## config.mk

```make
export PLATFORM = sky130hd
export DESIGN_NAME = instr_encoder_flat
export DESIGN_NICKNAME = d
export VERILOG_FILES = /design/src/rtl/instr_encoder_if.sv /design/src/rtl/instr_encoder.sv /design/src/flat_wrapper.sv
export SDC_FILE = /design/constraint.sdc
export NUM_CORES = 1
export LEC_CHECK = 0
export ABC_AREA = 1
export CORE_ASPECT_RATIO = 0.5
export CORE_MARGIN = 8
export CORE_UTILIZATION = 58
export DETAILED_ROUTE_END_ITERATION = 6
export DONT_BUFFER_PORTS = 1
export PLACE_DENSITY = 0.85
export SYNTH_ARGS = -nofsm -noshare
export SYNTH_HDL_FRONTEND = slang
export SYNTH_SLANG_ARGS = --single-unit
```

## constraint.sdc

```tcl
create_clock -name clk -period 4.2 [get_ports clk]
set_input_delay 0.84 -clock clk [delete_from_list [all_inputs] [get_ports clk]]
set_output_delay 0.84 -clock clk [all_outputs]
set_load 0.01 [all_outputs]
```

## src/rtl/instr_encoder_if.sv

```systemverilog
// Request/result handshake bundle for the LEGv8 instruction encoder.
// Master issues mnemonic requests and consumes words; slave is the encoder.
interface instr_encoder_if;
  logic        in_valid;
  logic        in_ready;
  logic [2:0]  op_sel;
  logic [4:0]  rd;
  logic [4:0]  rn;
  logic [4:0]  rm;
  logic [18:0] imm;
  logic        out_valid;
  logic        out_ready;
  logic [31:0] instr;
  logic        out_err;

  modport master (
    output in_valid, op_sel, rd, rn, rm, imm, out_ready,
    input  in_ready, out_valid, instr, out_err
  );

  modport slave (
    input  in_valid, op_sel, rd, rn, rm, imm, out_ready,
    output in_ready, out_valid, instr, out_err
  );
endinterface

```

## src/rtl/instr_encoder.sv

```systemverilog
// LEGv8 R/D/CB instruction encoder with a 2-entry output FIFO.
// Illegal requests yield instr=0 with out_err set.
module instr_encoder #(
  parameter int DEPTH = 2,
  parameter int CNT_W = 16
) (
  input  logic             clk,
  input  logic             reset,
  instr_encoder_if.slave   bus,
  output logic [CNT_W-1:0] issued_cnt
);

  localparam logic [10:0] OPC_LDUR = 11'b11111000010;
  localparam logic [10:0] OPC_STUR = 11'b11111000000;
  localparam logic [10:0] OPC_ADD  = 11'b10001011000;
  localparam logic [10:0] OPC_SUB  = 11'b11001011000;
  localparam logic [10:0] OPC_AND  = 11'b10001010000;
  localparam logic [10:0] OPC_ORR  = 11'b10101010000;
  localparam logic [7:0]  OPC_CBZ  = 8'b10110100;

  logic is_ld, is_st, is_cb;
  logic is_add, is_sub, is_and, is_orr;
  logic d_ok;
  logic [10:0] r_opc;
  logic [31:0] enc_word;
  logic        enc_err;

  assign is_ld  = bus.op_sel == 3'd0;
  assign is_st  = bus.op_sel == 3'd1;
  assign is_cb  = bus.op_sel == 3'd2;
  assign is_add = bus.op_sel == 3'd3;
  assign is_sub = bus.op_sel == 3'd4;
  assign is_and = bus.op_sel == 3'd5;
  assign is_orr = bus.op_sel == 3'd6;

  // DT_address is 9 bits signed: upper imm bits must be pure sign extension
  assign d_ok = (&bus.imm[18:8]) | ~(|bus.imm[18:8]);

  always_comb begin
    r_opc    = OPC_ADD;
    enc_word = 32'h0;
    enc_err  = 1'b0;
    unique case (1'b1)
      is_ld, is_st: begin
        enc_err = !d_ok;
        if (d_ok)
          enc_word = {is_ld ? OPC_LDUR : OPC_STUR,
                      bus.imm[8:0], 2'b00, bus.rn, bus.rd};
      end
      is_cb: enc_word = {OPC_CBZ, bus.imm, bus.rd};
      is_add, is_sub, is_and, is_orr: begin
        unique case (1'b1)
          is_sub:  r_opc = OPC_SUB;
          is_and:  r_opc = OPC_AND;
          is_orr:  r_opc = OPC_ORR;
          default: r_opc = OPC_ADD;
        endcase
        enc_word = {r_opc, bus.rm, 6'b0, bus.rn, bus.rd};
      end
      default: enc_err = 1'b1;
    endcase
  end

  logic [1:0][32:0] mem_q, mem_d;
  logic             wr_ptr_q, wr_ptr_d;
  logic             rd_ptr_q, rd_ptr_d;
  logic [1:0]       count_q, count_d;
  logic [CNT_W-1:0] cnt_q, cnt_d;
  logic             push, pop;

  assign bus.in_ready  = count_q < 2'(DEPTH);
  assign bus.out_valid = count_q != 2'd0;
  assign push = bus.in_valid & bus.in_ready;
  assign pop  = bus.out_valid & bus.out_ready;
  assign {bus.out_err, bus.instr} =
    bus.out_valid ? mem_q[rd_ptr_q] : 33'h0;
  assign issued_cnt = cnt_q;

  always_comb begin
    mem_d    = mem_q;
    wr_ptr_d = wr_ptr_q;
    rd_ptr_d = rd_ptr_q;
    count_d  = count_q;
    cnt_d    = cnt_q;
    if (push) begin
      mem_d[wr_ptr_q] = {enc_err, enc_word};
      wr_ptr_d = ~wr_ptr_q;
    end
    if (pop) begin
      rd_ptr_d = ~rd_ptr_q;
      cnt_d    = cnt_q + 1'b1;
    end
    case ({push, pop})
      2'b10:   count_d = count_q + 2'd1;
      2'b01:   count_d = count_q - 2'd1;
      default: count_d = count_q;
    endcase
  end

  always_ff @(posedge clk) begin
    if (reset) begin
      mem_q    <= '0;
      wr_ptr_q <= 1'b0;
      rd_ptr_q <= 1'b0;
      count_q  <= 2'd0;
      cnt_q    <= '0;
    end else begin
      mem_q    <= mem_d;
      wr_ptr_q <= wr_ptr_d;
      rd_ptr_q <= rd_ptr_d;
      count_q  <= count_d;
      cnt_q    <= cnt_d;
    end
  end

endmodule
```

## src/flat_wrapper.sv

```systemverilog
// flat-port wrapper written by rule: the top's interface ports become plain ports
module instr_encoder_flat 
#(
  parameter int DEPTH = 2,
  parameter int CNT_W = 16
)
  (clk, reset, issued_cnt, bus_in_valid, bus_op_sel, bus_rd, bus_rn, bus_rm, bus_imm, bus_out_ready, bus_in_ready, bus_out_valid, bus_instr, bus_out_err);
  instr_encoder_if bus_i ();
  input  logic clk;
  input  logic reset;
  output logic [CNT_W-1:0] issued_cnt;
  input wire logic [$bits(bus_i.in_valid)-1:0] bus_in_valid;
  input wire logic [$bits(bus_i.op_sel)-1:0] bus_op_sel;
  input wire logic [$bits(bus_i.rd)-1:0] bus_rd;
  input wire logic [$bits(bus_i.rn)-1:0] bus_rn;
  input wire logic [$bits(bus_i.rm)-1:0] bus_rm;
  input wire logic [$bits(bus_i.imm)-1:0] bus_imm;
  input wire logic [$bits(bus_i.out_ready)-1:0] bus_out_ready;
  output wire logic [$bits(bus_i.in_ready)-1:0] bus_in_ready;
  output wire logic [$bits(bus_i.out_valid)-1:0] bus_out_valid;
  output wire logic [$bits(bus_i.instr)-1:0] bus_instr;
  output wire logic [$bits(bus_i.out_err)-1:0] bus_out_err;
  assign bus_i.in_valid = bus_in_valid;
  assign bus_i.op_sel = bus_op_sel;
  assign bus_i.rd = bus_rd;
  assign bus_i.rn = bus_rn;
  assign bus_i.rm = bus_rm;
  assign bus_i.imm = bus_imm;
  assign bus_i.out_ready = bus_out_ready;
  assign bus_in_ready = bus_i.in_ready;
  assign bus_out_valid = bus_i.out_valid;
  assign bus_instr = bus_i.instr;
  assign bus_out_err = bus_i.out_err;
  instr_encoder #(.DEPTH(DEPTH), .CNT_W(CNT_W)) u_core (.clk(clk), .reset(reset), .bus(bus_i), .issued_cnt(issued_cnt));
endmodule
```

==> impl_metrics.env <==
export IMPL_drc=0
export IMPL_cp_slowest_cell="dfxtp_1"
export IMPL_antenna_found_initial=0
export IMPL_tritoncts="done"
export IMPL_num_antenna_cells=0
export IMPL_finalHoldViolCount=0
export IMPL_clock_latency_ns=0.34
export IMPL_synth_avg_cell_area_um2=7.06
export IMPL_core_area_um2=7240
export IMPL_worst_setup_path_start_kind="register"
export IMPL_routedWlPerCell_um=16.1
export IMPL_placed_cell_area_um2=4250
export IMPL_worst_path_max_fanout=34
export IMPL_cts_max_level=3
export IMPL_die_y_um=76.7
export IMPL_finalClockSkew_ns=0.00669
export IMPL_vdd_drop_max_mv=0.277
export IMPL_total_power_w=0.00229
export IMPL_grt_use_total_pct=21.4
export IMPL_syn_to_final_growth_pct=6.00
export IMPL_drt_total_wl_mm=11.1
export IMPL_cp_data_required_time_ns=3.36
export IMPL_reg2reg_slack_ns=2.07
export IMPL_postCtsResizedCells=0
export IMPL_ios=92
export IMPL_clock_sink_count=86
export IMPL_synth_nets=648
export IMPL_row_count=22
export IMPL_max_stage_delay_ns=0.35
export IMPL_power_density_nw_per_um2=507
export IMPL_crit_family="compound AO/OA/AOI/OAI gates"
export IMPL_relSlewSlack_pct=41.6
export IMPL_layout_min_cycle_time_ns=2.52
export IMPL_start_util_pct=59.0
export IMPL_status="completed"
export IMPL_hold_slack_ns=0.454
export IMPL_firstDrtPassIters=5
export IMPL_num_vias=3939
export IMPL_synth_cell_type_count=32
export IMPL_power_leakage_nw=1.86
export IMPL_drv_slew=0
export IMPL_drt_iter0_markers=289
export IMPL_postLayoutCellArea_um2=4530
export IMPL_tightestPinTransition_ns=0.873
export IMPL_synthCells=605
export IMPL_grt_max_degree=47
export IMPL_setup_violations=0
export IMPL_cts_hold_buffers=0
export IMPL_fin_tns_setup_ns=0
export IMPL_place_gp_congestion=0.805
export IMPL_grt_pass1_wl_mm=18.0
export IMPL_grt_overflow_total=0
export IMPL_vias_per_cell=5.73
export IMPL_nets=630
export IMPL_drive_gt1_share_pct=8.63
export IMPL_place_ws_ns=1.74
export IMPL_yosysSeqAreaShare_pct=40.3
export IMPL_timing_critical_path_buf_inv=1
export IMPL_arrival_ns=1.68
export IMPL_clockBufferDepth=2
export IMPL_final_period_utilization_pct=59.9
export IMPL_hold_class="reg2reg"
export IMPL_endpoint_kind="output port"
export IMPL_syn_area_um2=4270
export IMPL_worstSetupPathType="reg2out"
export IMPL_dpl_hpwl_mm=7.60
export IMPL_synth_seq_cells=86
export IMPL_fillers=658
export IMPL_maxCapViolCount=0
export IMPL_die_area_um2=10500
export IMPL_clkTransAtPathRegs_ns=0.06
export IMPL_yosys_warnings=0
export IMPL_numCtsBuffers=9
export IMPL_dieWidth_um=137
export IMPL_cp_cell_sequence="inv_2 -> nand2_4 -> o21ai_0 -> a21oi_1"
export IMPL_rsz0062_at_grt="no"
export IMPL_drt_antenna_violating_nets=0
export IMPL_grt_pass1_vias=3634
export IMPL_setup_slack_ns=1.68
export IMPL_post_cts_setup_buffer_count=0
export IMPL_cts_root_buf="clkbuf_16"
export IMPL_fmax_ghz=0.397
export IMPL_port_buffers=0
state kept, by name, indices dropped and copies added, names as in the netlist:
register and cells:
u_core.issued_cnt 16, u_core.rd_ptr_q 1, u_core.wr_ptr_q 1, u_core.count_q 2
u_core.mem_q 66
tightest hold or removal path: stages, from the launching register on:
cell	delay, ns
dfxtp_1	0.31
nand2_1	0.06
a21oi_1	0.05
worst paths after layout:
kind,startpoint,end,depth (start not counted)
setup reg to reg,u_core.count_q[1]$_SDFFE_PP0P_,u_core.mem_q[49]$_SDFFE_PP0P_,8
hold / removal,u_core.mem_q[26]$_SDFFE_PP0P_,u_core.mem_q[26]$_SDFFE_PP0P_,2
setup / recovery,u_core.count_q[1]$_SDFFE_PP0P_,bus_instr[7],4
hold reg to reg,u_core.mem_q[26]$_SDFFE_PP0P_,u_core.mem_q[26]$_SDFFE_PP0P_,2
where the power goes:
group,switching (W),internal (W)
combinational,0.000435,0.000157
clock,0.000318,0.000429
sequential,0.0000485,0.000907
cells in the final DEF, fill, tap and decap left out, types with 4 or more instances in the layout:
cell type	netlist	final
dfxtp_1	86	86
nor2_1	33	33
o21ai_0	73	73
nor2_4	5	5
inv_1	74	74
inv_2	6	6
a31oi_1	5	5
clkbuf_16	0	9
a22oi_2	8	8
nand4_1	4	4
nand2_1	118	118
o21a_1	6	6
nand3_1	43	43
a21oi_1	73	73
o21ai_1	4	4
o22ai_1	11	11
area by class of cell:
type	count	area, um^2	area share [%]
Inverter	81	304	6.71
Timing Repair Buffer	3	22.5	0.497
Clock inverter	3	20.0	0.442
Tap cell	96	120	2.65
Clock buffer	12	256	5.66
Sequential cell	86	1720	38.0
Multi-Input combinational cell	406	2080	46.0
metrics by stage:
step	util (%)	std cells
6_report	62.5	687
5_1_grt	62.5	687
4_1_cts	62.5	687
3_5_place_dp	58.7	672
3_3_place_gp	58.7	672
2_1_floorplan	-	605
synth_stat cells:
library cell | count | area, um^2
a21oi_1 | 73 | 365
a22oi_1 | 1 | 7.51
a22oi_2 | 8 | 100
a22oi_4 | 1 | 21.3
a31oi_1 | 5 | 31.3
and2_0 | 1 | 6.26
buf_2 | 10 | 50.1
buf_4 | 2 | 15.0
buf_6 | 3 | 33.8
clkbuf_1 | 17 | 63.8
clkinv_1 | 1 | 3.75
dfxtp_1 | 86 | 1720
ha_1 | 2 | 25.0
inv_1 | 74 | 278
inv_2 | 6 | 22.5
nand2_1 | 118 | 443
nand2_2 | 3 | 18.8
nand2_4 | 3 | 33.8
nand3_1 | 43 | 215
nand3_2 | 3 | 30.0
nand4_1 | 4 | 25.0
nand4_2 | 1 | 12.5
nor2_1 | 33 | 124
nor2_2 | 3 | 18.8
nor2_4 | 5 | 56.3
nor2_8 | 1 | 20.0
nor3b_1 | 1 | 7.51
o21a_1 | 6 | 45.0
o21ai_0 | 73 | 365
o21ai_1 | 4 | 20.0
o21bai_1 | 3 | 22.5
o22ai_1 | 11 | 68.8
cells by family (layout without fill, tap and decap cells):
group	Yosys count	after routing	synth area share [%]
flops	86	86	40.3
buf+inv	113	99	10.9
compound gates	185	185	24.5
fa+ha+maj	2	2	0.586
simple gates	219	219	23.7
layer usage:
layer  vias to the layer above  GRT usage [%]  wire (um)
li1                       1961              -          -
met1                      1790           25.1       4520
met2                       169           33.8       5070
met3                        19           9.62       1300
met4                         0           7.53        191
met5                         -              0          0
Note: power is estimated with default switching activity, not from simulation.
